File: src/rtl/cpr_symbol_scheduler.sv
// cpr_symbol_scheduler: sequences one frame command into per-symbol
// invocations of the cyclicPrefixRemoval core. It runs the
// ap_start/ap_ready/ap_done handshake and picks the CP length for each
// symbol from its position in the slot.
// Optional feature: define CPR_WATCHDOG_EN to add a per-symbol watchdog.
// When it fires, the scheduler enters WDOG_ERR and ends the frame with an error.
module cpr_symbol_scheduler #(
   parameter int SYM_W       = 8,
   parameter int CP_W        = 10,
   parameter int WDOG_CYCLES = 4096,
   parameter int WDOG_W      = 16
) (
   input  logic              clock,
   input  logic              reset,
   input  logic              cmd_valid,
   output logic              cmd_ready,
   input  logic [SYM_W-1:0]  cmd_num_sym,
   input  logic [SYM_W-1:0]  cmd_sym_per_slot,
   input  logic [CP_W-1:0]   cmd_cp_long,
   input  logic [CP_W-1:0]   cmd_cp_short,
   input  logic              abort,
   output logic              core_ap_start,
   input  logic              core_ap_ready,
   input  logic              core_ap_done,
   output logic [CP_W-1:0]   core_cp_len,
   output logic              busy,
   output logic [SYM_W-1:0]  sym_idx,
   output logic              frame_done,
   output logic              frame_err
);

   localparam logic [SYM_W-1:0] SYM_ONE  = SYM_W'(1);
   localparam logic [SYM_W-1:0] SYM_ZERO = {SYM_W{1'b0}};

   typedef enum logic [2:0] {
      IDLE      = 3'd0,
      ISSUE     = 3'd1,
      WAIT_DONE = 3'd2,
      FINISH    = 3'd3
`ifdef CPR_WATCHDOG_EN
      , WDOG_ERR = 3'd4
`endif
   } state_t;

   state_t            state;
   logic [SYM_W-1:0]  num_sym_r;
   logic [SYM_W-1:0]  sym_per_slot_r;
   logic [CP_W-1:0]   cp_long_r;
   logic [CP_W-1:0]   cp_short_r;
   logic [SYM_W-1:0]  slot_pos;
   logic              abort_pend;

`ifdef CPR_WATCHDOG_EN
   localparam logic [WDOG_W-1:0] WDOG_LAST = WDOG_W'(WDOG_CYCLES - 1);
   logic [WDOG_W-1:0] wdog_cnt;
`endif

   logic              done_evt;
   logic              last_sym;
   logic              slot_wrap;
   logic              abort_now;
   logic [SYM_W-1:0]  next_slot_pos;
   logic [CP_W-1:0]   next_cp_len;

   // Decode the done event, the last-symbol condition and the next slot position / CP length
   always_comb begin
      done_evt      = 1'b0;
      last_sym      = (sym_idx == (num_sym_r - SYM_ONE));
      // A slot size of 0 or 1 wraps every symbol, so each symbol uses the long CP
      slot_wrap     = (sym_per_slot_r <= SYM_ONE) || (slot_pos == (sym_per_slot_r - SYM_ONE));
      abort_now     = abort_pend | abort;
      next_slot_pos = slot_wrap ? SYM_ZERO : (slot_pos + SYM_ONE);
      next_cp_len   = slot_wrap ? cp_long_r : cp_short_r;
      case (state)
         ISSUE:     done_evt = core_ap_ready & core_ap_done;
         WAIT_DONE: done_evt = core_ap_done;
         default:   done_evt = 1'b0;
      endcase
   end

   // Scheduler FSM with registered handshake, status and CP outputs
   always_ff @(posedge clock or posedge reset) begin
      if (reset) begin
         state          <= IDLE;
         num_sym_r      <= SYM_ZERO;
         sym_per_slot_r <= SYM_ZERO;
         cp_long_r      <= {CP_W{1'b0}};
         cp_short_r     <= {CP_W{1'b0}};
         slot_pos       <= SYM_ZERO;
         abort_pend     <= 1'b0;
         cmd_ready      <= 1'b0;
         core_ap_start  <= 1'b0;
         core_cp_len    <= {CP_W{1'b0}};
         busy           <= 1'b0;
         sym_idx        <= SYM_ZERO;
         frame_done     <= 1'b0;
         frame_err      <= 1'b0;
`ifdef CPR_WATCHDOG_EN
         wdog_cnt       <= {WDOG_W{1'b0}};
`endif
      end else begin
         frame_done <= 1'b0;
         frame_err  <= 1'b0;
         case (state)
            IDLE: begin
               cmd_ready <= 1'b1;
               busy      <= 1'b0;
               if (cmd_valid && cmd_ready) begin
                  num_sym_r      <= cmd_num_sym;
                  sym_per_slot_r <= cmd_sym_per_slot;
                  cp_long_r      <= cmd_cp_long;
                  cp_short_r     <= cmd_cp_short;
                  sym_idx        <= SYM_ZERO;
                  slot_pos       <= SYM_ZERO;
                  abort_pend     <= 1'b0;
                  cmd_ready      <= 1'b0;
                  busy           <= 1'b1;
                  if (cmd_num_sym == SYM_ZERO) begin
                     state      <= FINISH;
                     frame_done <= 1'b1;
                  end else begin
                     state         <= ISSUE;
                     core_ap_start <= 1'b1;
                     core_cp_len   <= cmd_cp_long;
`ifdef CPR_WATCHDOG_EN
                     wdog_cnt      <= {WDOG_W{1'b0}};
`endif
                  end
               end else begin
                  state <= IDLE;
               end
            end
            ISSUE, WAIT_DONE: begin
               if (abort) begin
                  abort_pend <= 1'b1;
               end else begin
                  abort_pend <= abort_pend;
               end
`ifdef CPR_WATCHDOG_EN
               wdog_cnt <= wdog_cnt + WDOG_W'(1);
`endif
               if (done_evt) begin
                  if (last_sym || abort_now) begin
                     state         <= FINISH;
                     core_ap_start <= 1'b0;
                     frame_done    <= 1'b1;
                     frame_err     <= abort_now;
                  end else begin
                     state         <= ISSUE;
                     core_ap_start <= 1'b1;
                     sym_idx       <= sym_idx + SYM_ONE;
                     slot_pos      <= next_slot_pos;
                     core_cp_len   <= next_cp_len;
`ifdef CPR_WATCHDOG_EN
                     wdog_cnt      <= {WDOG_W{1'b0}};
`endif
                  end
               end else if ((state == ISSUE) && core_ap_ready) begin
                  state         <= WAIT_DONE;
                  core_ap_start <= 1'b0;
               end
`ifdef CPR_WATCHDOG_EN
               else if (wdog_cnt == WDOG_LAST) begin
                  state         <= WDOG_ERR;
                  core_ap_start <= 1'b0;
                  frame_done    <= 1'b1;
                  frame_err     <= 1'b1;
               end
`endif
               else begin
                  state <= state;
               end
            end
            FINISH: begin
               state      <= IDLE;
               abort_pend <= 1'b0;
               cmd_ready  <= 1'b1;
               busy       <= 1'b0;
            end
`ifdef CPR_WATCHDOG_EN
            WDOG_ERR: begin
               state      <= IDLE;
               abort_pend <= 1'b0;
               cmd_ready  <= 1'b1;
               busy       <= 1'b0;
            end
`endif
            default: begin
               state         <= IDLE;
               core_ap_start <= 1'b0;
               cmd_ready     <= 1'b0;
               busy          <= 1'b0;
            end
         endcase
      end
   end

endmodule
File: config.mk
export PLATFORM = sky130hd
export DESIGN_NAME = cpr_symbol_scheduler
export DESIGN_NICKNAME = d
export VERILOG_FILES = /design/src/rtl/cpr_symbol_scheduler.sv
export SDC_FILE = /design/constraint.sdc
export NUM_CORES = 1
export LEC_CHECK = 0
export CAP_MARGIN = 20
export CORE_ASPECT_RATIO = 1.1
export CORE_MARGIN = 8
export CORE_UTILIZATION = 50
export CTS_CLUSTER_DIAMETER = 200
export DETAILED_ROUTE_END_ITERATION = 12
export GPL_TIMING_DRIVEN = 0
export HOLD_SLACK_MARGIN = 0.05
export PLACE_DENSITY = 0.82
export SLEW_MARGIN = 0
export SYNTH_ARGS = -nofsm -noshare
export SYNTH_HDL_FRONTEND = slang
export SYNTH_SLANG_ARGS = --single-unit
File: constraint.sdc
create_clock -name clock -period 3.3 [get_ports clock]
set_input_delay 0.825 -clock clock [delete_from_list [all_inputs] [get_ports clock]]
set_output_delay 0.825 -clock clock [all_outputs]
set_load 0.02 [all_outputs]
**Word level (Yosys, flattened, before mapping)**

Index checks and enable logic that the tools add are counted.

- Muxes and demuxes: 42
- Add/sub/neg operators: 4
- Bitwise operators: 3
- Magnitude comparators: 1
- Equality and inequality tests: 11
- Reduce and logical (&&, ||, !) cells: 14

Operator list:

| cell | number |
|---|---|
| $mux W10 | 5 |
| $mux W8 | 6 |
| $pmux W8 S2 | 2 |
| $pmux W10 S2 | 1 |
| $add A8 B1 Y8 const B | 2 |
| $eq A8 B8 Y1 | 2 |
| $mux W1 | 16 |
| $sub A8 B1 Y8 const B | 2 |
| $ne A2 B2 Y1 const B | 5 |
| $mux W3 | 3 |
| $pmux W1 S3 | 3 |
| $le A8 B1 Y1 const B | 1 |
| $logic_not A8 Y1 | 1 |
| $reduce_and A4 Y1 | 2 |
| $eq A3 B2 Y1 const B | 2 |
| $pmux W1 S2 | 3 |
| $pmux W3 S2 | 1 |
| $reduce_and A5 Y1 | 1 |
| $mux W2 | 2 |
| $eq A3 B1 Y1 const B | 1 |
| $logic_not A3 Y1 | 1 |
| $ne A3 B3 Y1 const B | 1 |
| $reduce_and A3 Y1 | 1 |
| $reduce_bool A3 Y1 | 1 |
| 8 further kinds | 10 |

- Input bits: 42
- Logic and storage cells: 89
- Flip-flop bits (word level): 71
- Output and inout port bits: 23

**Depth between registers and ports, before layout**

Gate-level depths: netlist of run 1.

- Depth after elaboration: 7
- Depth in mapped cells: 13

**Worst setup path after synthesis of run 1**

No wires, ideal clock.

- Path type: reg-to-reg
- Start: register num_sym_r[0]
- End: register core_cp_len[4]
- Cell stages (with the launch flop): 12
- Arrival time: 2.609 ns
- Slack: 0.567 ns
- Period minus slack after synthesis: 2.733 ns
- Path buffers: 2
- Setup time: 0.125 ns
- Cells stage by stage: dfrtp_1 -> clkbuf_1 -> inv_1 -> ha_1 -> buf_2 -> o21bai_1 -> a2111oi_0 -> a311o_1 -> o211a_1 -> o21ai_1 -> nand2_1 -> mux2_2

- Cells in the longest elaborated chain, start to end: 5

RTL lines:

| item | line | text |
|---|---|---|
| start: declaration | 46 | `logic [SYM_W-1:0] num_sym_r;` |
| start signal: assignment | 109 | `num_sym_r <= cmd_num_sym;` |
| $sub A8 B1 Y8 | 68 | `last_sym = (sym_idx == (num_sym_r - SYM_ONE));` |
| $eq A8 B8 Y1 | 68 |  |
| $logic_or A1 B1 Y1 | 143 | `if (last_sym \|\| abort_now) begin` |
| $ne A2 B2 Y1 (no line) | - |  |
| $reduce_and A5 Y1 (no line) | - |  |
| end signal: assignment | 93 | `core_cp_len <= {CP_W{1'b0}};` |
| end signal: assignment | 124 | `core_cp_len <= cmd_cp_long;` |
| end signal: assignment | 153 | `core_cp_len <= next_cp_len;` |
| end: declaration | 25 | `output logic [CP_W-1:0] core_cp_len,` |

Every way passes these cells.
A chain may end at the register's enable or synchronous reset.

**Worst setup path in the final report of run 1**

- Start: register sym_per_slot_r[2]
- End: register core_cp_len[9]

- Cells in the longest elaborated chain, start to end: 7
- Elaborated cells between the ends (all ways): 8
- Classes of those cells: add/sub (1); order compare (1); eq/ne (1); mux (4); reduce/logical (1)

RTL lines:

| item | line | text |
|---|---|---|
| start: declaration | 47 | `logic [SYM_W-1:0] sym_per_slot_r;` |
| start signal: assignment | 110 | `sym_per_slot_r <= cmd_sym_per_slot;` |
| $sub A8 B1 Y8 | 70 | `slot_wrap = (sym_per_slot_r <= SYM_ONE) \|\| (slot_pos == (sym_per_slot_r - SYM_ONE));` |
| $eq A8 B8 Y1 | 70 |  |
| $logic_or A1 B1 Y1 (*) | 70 |  |
| $mux W10 (*) | 73 | `next_cp_len = slot_wrap ? cp_long_r : cp_short_r;` |
| $mux W10 (*) | 143 |  |
| $mux W10 (*) | 142 | `if (done_evt) begin` |
| $pmux W10 S2 (*) | 104 | `case (state)` |

Mark *: on every way between the ends. The rest lies on a longest branch, timed or not. The select of a mux whose other input is x is not followed.

==> flow_summary.toml, run 1 <==
[die]
die_area_mm2 = 0.01086
start_util = 0.5178
core_mm2 = 0.007515
std_cell_rows = 33
io_pins = 65
die_y_um = 108.5
die_w_um = 100.1

[global_routing]
grt_pass1_vias = 3301
grt_start_max_net_pins = 71
grt_usage = 0.1801
overflow = 0
antenna_found_initial = 0
grt_pass1_wl_um = 15640

[timing]
fmax_mhz = 320.9
fin_crit_ns = 3.116
worst_pin_slew_ns = 0.8619
rsz0062_at_grt = "false"
hold_viol_final = 0
finalCritPeriodShare = 0.9444
setup_violations = 0
clock_skew_ns = 0.01402
drv_slew = 0
slew_headroom = 0.4254
hold_ws_ns = 0.5102

[drt]
drt_iter0_drc = 196
vias_per_cell = 5.784
drt_wl_total_um = 9403
first_pass_iters = 5
routed-via-count = 3216
drc = 0
ant_nets = 0
routedWlPerCell_um = 16.91

[synth]
synthArstFlopShare = 1.000
syn_avg_cell_area_um2 = 10.46
ys_types = 53
synth_cells = 372
synth_fp_nets = 424
ys_ff_latch = 70
yosysTopAreaCellShare = 0.4502
ys.flop_type = "dfrtp_1"
yosysWarnings = 0
yosysTopAreaCell = "dfrtp_1"
synth_edf_count = 0
synth_area_leaders = "dfrtp_1 45%, mux2_2 11%, ha_1 3.2%"
syn_area_mm2 = 0.003891
ys_seq_area_frac = 0.4502

[clocking]
cts_root_buffer = "clkbuf_8"
cts_tree = "built"
ctsHoldBuffers = 0
clockBufferDepth = 2
cts_made_buffers = 9
htreeDepth = 3
path_clk_slew_ns = 0.07
cts.sinks = 70
clk_latency_ns = 0.35

[finish]
instances_no_fill = 556
final_common_cell = "dfrtp_1"
drive_gt1_frac = 0.1463
synthToLayoutAreaGrowth_pct = 25.43
final_cell_mix = "70 x dfrtp_1, 64 x clkdlybuf4s50_1, 39 x mux2_2"
antenna_cells = 0
final_util = 0.6495
final_nets = 499
fin_area_mm2 = 0.004881

[place]
gp_congestion = 0.8387
portBuffers = 64
place_hpwl_um = 7080
placed_cells = 541
post_dp_cell_area_mm2 = 0.004666

[worst_setup_path]
setup.worst_path.class = "reg -> reg"
required_ns = 3.52
crit_path_max_fanout = 10
critPathArrivalTime_ns = 3.33
critPathLaunchType = "flop"
crit_path_end_kind = "flop"

[status]
status = "finished clean"

[run]
drv_cap = 0

[pwr]
irDropWorstVdd_mv = 0.4844
powerDensity_mw_per_mm2 = 902.1
power.leakage_nw = 2.099

[worst_hold_path]
hold_path.class = "reg -> reg"
-- power breakdown --
part	total (mW)	switching [mW]	leakage, nW	internal (mW)
Combinational	2.12	1.09	1.14	1.03
Clock	0.751	0.327	0.103	0.424
Sequential	1.54	0.318	0.853	1.22
-- synthesized netlist by cell type, types with 5 or more instances --
| library cell | instances |
|---|---|
| xnor2_1 | 9 |
| o22a_1 | 9 |
| mux2i_1 | 10 |
| o31a_1 | 9 |
| nor2_1 | 18 |
| o21ai_0 | 18 |
| nand2b_1 | 5 |
| a21oi_1 | 16 |
| xor2_1 | 9 |
| dfrtp_1 | 70 |
| o211ai_1 | 5 |
| nand2_1 | 21 |
| mux2_2 | 39 |
| clkbuf_1 | 12 |
| ha_1 | 10 |
| inv_1 | 21 |
| a21o_1 | 7 |
| nand3_1 | 13 |
| nor3_1 | 8 |
| or4_1 | 6 |
-- final cells by class --
class	instances	area [µm²]
Fill cell	621	2634
Sequential cell	70	1752
Clock buffer	10	127.6
Multi-Input combinational cell	262	1973
Tap cell	105	131.4
Buffer	19	90.09
Clock inverter	5	85.08
Inverter	21	81.33
Timing Repair Buffer	64	640.6
-- per-layer routing --
layer  global-route usage  part of all wire  vias up  wire length (µm)
li1                     -                 -     1506                 -
met1               0.2051              0.41     1590              3865
met2               0.3147              0.52      105              4865
met3              0.05527             0.058       15               542
met4              0.05946             0.014        0               131
met5                    0                 0        -                 0
-- worst max-delay path: stages, from the launching register on --
cell,delay (ns)
dfrtp_1,0.36
clkbuf_1,0.18
or4_1,0.57
nor3_1,0.22
a311oi_1,0.19
nor4_4,0.55
buf_2,0.31
nand2_1,0.22
o21ai_0,0.30
mux2i_1,0.11
-- registers in the layout (all words and copies together), names as in the netlist --
register	cells
sym_idx	8
slot_pos	8
frame_done	1
frame_err	1
cmd_ready	1
cp_long_r	10
busy	1
state	2
core_cp_len	10
abort_pend	1
num_sym_r	8
sym_per_slot_r	8
cp_short_r	10
core_ap_start	1
-- logic make-up (layout without fill, tap and decap cells) --
kind of cell	count (synthesis)	in the layout	synth area share
adders and majority gates	10	10	0.03215
xor gates and xnor gates	18	18	0.04052
DFF	70	70	0.4502
muxes	49	49	0.1386
AOI/OAI and AO/OA	92	92	0.1662
buffers and inverters	40	119	0.04341
and+or+nand+nor	93	93	0.1289
-- repair_timing --
item / in CTS / in global routing
buffers inserted: 0 / 0
hold endpoints to repair: 0 / 0
gates resized for setup: 0 / 1
endpoints found under the setup margin: 0 / 3
-- final timing paths --
path | depth (start not counted) | to | slack [ns] | from
worst max-delay path | 9 | core_cp_len[9] | 0.18 | sym_per_slot_r[2]
worst min register to register | 1 | core_cp_len[4] | 0.51 | core_cp_len[4]
min in group asynchronous | 2 | sym_per_slot_r[4] | 1.00 | reset
max in group asynchronous | 2 | abort_pend | 1.72 | reset
worst max register to register | 9 | core_cp_len[9] | 0.18 | sym_per_slot_r[2]
worst min-delay path | 1 | core_cp_len[4] | 0.51 | core_cp_len[4]
-- stage by stage --
stage,setup TNS (ns),worst slack (ns),total power [mW]
4_1_cts,0,0.1559,4.413
2_1_floorplan,0,0.5668,3.016
3_5_place_dp,0,0.1124,3.661
3_3_place_gp,-32.94,-0.4726,3.542
5_1_grt,0,0.009208,4.701
6_report,0,0.1836,4.403
No activity file was read; power rests on OpenSTA's default activity.
==> run 2, diff against run 1 <==
DONT_BUFFER_PORTS = 1   (was unset)
HOLD_SLACK_MARGIN = 0.02   (was 0.05)
PLACE_DENSITY = 0.71   (was 0.82)
SLEW_MARGIN = 20   (was 0)
==> run 2 against run 1 <==
Effect of this change:
- final cell count fell by 11%
- combinational power fell by 19%
- sequential share of layout area rose by 4.8 points
- critical path depth rose by 2
- critical endpoint is now core_cp_len[4]
- largest cell class unchanged
- largest power group unchanged
- highest routed layer unchanged
==> flow_summary.toml, run 2 (synthesis gave the netlist of run 1 again) <==
[die]
die_area_mm2 = 0.01086
die_y_um = 108.5
core_mm2 = 0.007515
start_util = 0.5178
io_pins = 65
std_cell_rows = 33
die_w_um = 100.1

[clocking]
ctsHoldBuffers = 0
cts_root_buffer = "clkbuf_8"
post_cts_buffers = 0
clockBufferDepth = 2
clk_latency_ns = 0.35
cts.sinks = 70
postCtsResizedCells = 0
htreeDepth = 3
path_clk_slew_ns = 0.08
cts_made_buffers = 9
cts_tree = "built"

[finish]
final_util = 0.5724
reg_top3 = "core_cp_len x10, cp_long_r x10, cp_short_r x10"
final_cell_mix = "70 x dfrtp_1, 39 x mux2_2, 20 x inv_1, 20 x nand2_1"
synthToLayoutAreaGrowth_pct = 10.55
antenna_cells = 0
nFillCells = 677
final_common_cell = "dfrtp_1"
final_nets = 436
drive_gt1_frac = 0.1774

[pwr]
powerDensity_mw_per_mm2 = 985.0
p_clk_frac = 0.201
total_power_mw = 4.237
combPwrFrac = 0.407
irDropWorstVdd_mv = 0.4957
p_sw_mw = 1.659
power.leakage_nw = 1.890
power_frac_seq = 0.392
intPower_mw = 2.578
switching_share = 0.3915

[worst_setup_path]
r2r.worst_path.cells = 11
crit_start = "num_sym_r[0]"
path_cells = "clkbuf_1 -> inv_1 -> ha_1 -> buf_2 -> o21bai_1 -> a2111oi_0 -> a311o_1 -> o211a_1 -> o21ai_1 -> nand2_2 -> mux2_2"
crit_end = "core_cp_len[4]"
cp.depth = 11
max_stage_delay_ns = 0.47
timing.rr.end = "core_cp_len[4]"
cp_num_buf_inv = 3
setup.worst_path.class = "reg -> reg"
critPathLaunchType = "flop"
required_ns = 3.53
critPathArrivalTime_ns = 3.30
crit_path_end_kind = "flop"
reg2reg_setup_slack_ns = 0.23
crit_path_max_fanout = 10
critPathTopFamily = "compound AO/OA/AOI/OAI gates"
timing.rr.start = "num_sym_r[0]"
critPathSlowestCell = "a2111oi_0"

[timing]
fmax_mhz = 325.7
slew_headroom = 0.5438
drv_slew = 0
finalCritPeriodShare = 0.9304
rsz0062_at_grt = "false"
clock_skew_ns = 0.01116
fin_crit_ns = 3.070
setup_violations = 0
fin_tns_setup_ns = 0
hold_viol_final = 0
worst_pin_slew_ns = 0.6844

[drt]
drt_iter0_drc = 156
drt_wl_total_um = 8682
routed-via-count = 2839
ant_nets = 0
drc = 0
vias_per_cell = 5.747
routedWlPerCell_um = 17.57
first_pass_iters = 4

[place]
place_hpwl_um = 6452
portBuffers = 0
gp_congestion = 0.8076

[global_routing]
grt_start_max_net_pins = 49
grt_usage = 0.1673
grt_pass1_vias = 2830
antenna_found_initial = 0
overflow = 0
grt_pass1_wl_um = 14290

[status]
status = "finished clean"

[run]
drv_cap = 0

[worst_hold_path]
hold_path.class = "in -> async"
[run 2: cell types whose count changed in the layout (fill, tap and decap cells not counted), sizes merged]
cell	previous run	this run
clkdlybuf4s50	64	0
buf	7	8
clkinv	2	3
clkinvlp	1	0
bufinv	2	3
[run 2: worst register-to-register path: stages, from the launching register on]
cell and delay (ns):
dfrtp_1 0.32, clkbuf_1 0.27, inv_1 0.08, ha_1 0.19
buf_2 0.17, o21bai_1 0.16, a2111oi_0 0.47, a311o_1 0.20
o211a_1 0.22, o21ai_1 0.15, nand2_2 0.33, mux2_2 0.39
[run 2: worst min path at each step]
stage / slack (ns) / startpoint / depth (start not counted) / endpoint
floorplan: 0.48 / cp_short_r[4] / 1 / cp_short_r[4]
global placement: 0.49 / cp_short_r[4] / 1 / cp_short_r[4]
detailed placement: 0.50 / cp_short_r[9] / 1 / cp_short_r[9]
CTS: 0.31 / reset / 1 / sym_idx[4]
global route: 0.32 / reset / 1 / sym_idx[3]
finish: 0.30 / reset / 1 / sym_idx[4]
[run 2: through the flow]
stage | instance area (µm²) | setup WS, ns | hold WS (ns) | instances
after floorplan | 3891 | 0.5668 | 0.4787 | 372
after global placement | 4023 | -0.04256 | 0.4905 | 477
after detailed placement | 4053 | 0.02815 | 0.4961 | 478
after CTS | 4299 | 0.009912 | 0.3091 | 494
after global routing | 4302 | 0.02425 | 0.3170 | 494
final | 4302 | 0.2297 | 0.3026 | 494
[run 2: power groups by stage]
stage	Sequential [mW]	Clock, mW	Combinational [mW]
after floorplan	1.58	0	1.44
after detailed placement	1.68	0	1.73
final	1.66	0.853	1.72
after global routing	1.72	0.901	1.92
after CTS	1.66	0.866	1.74
after global placement	1.67	0	1.67
[run 2: area by class of cell]
class	instances	area (µm²)	area share
Clock buffer	10	137.6	0.03200
Multi-Input combinational cell	262	1973	0.4587
Timing Repair Buffer	1	27.53	0.006399
Sequential cell	70	1752	0.4072
Inverter	21	81.33	0.01891
Tap cell	105	131.4	0.03054
Buffer	19	90.09	0.02094
Clock inverter	6	108.9	0.02531
[run 2: metal layers]
metal  part of all wire  GRT usage  vias up  routed length (µm)
met5                  0          0        -                   0
met4              0.018    0.07568        0                 159
met3              0.084    0.06748       16                 728
met2               0.47     0.2704       68                4108
met1               0.42     0.1914     1379                3686
li1                   -          -     1376                   -
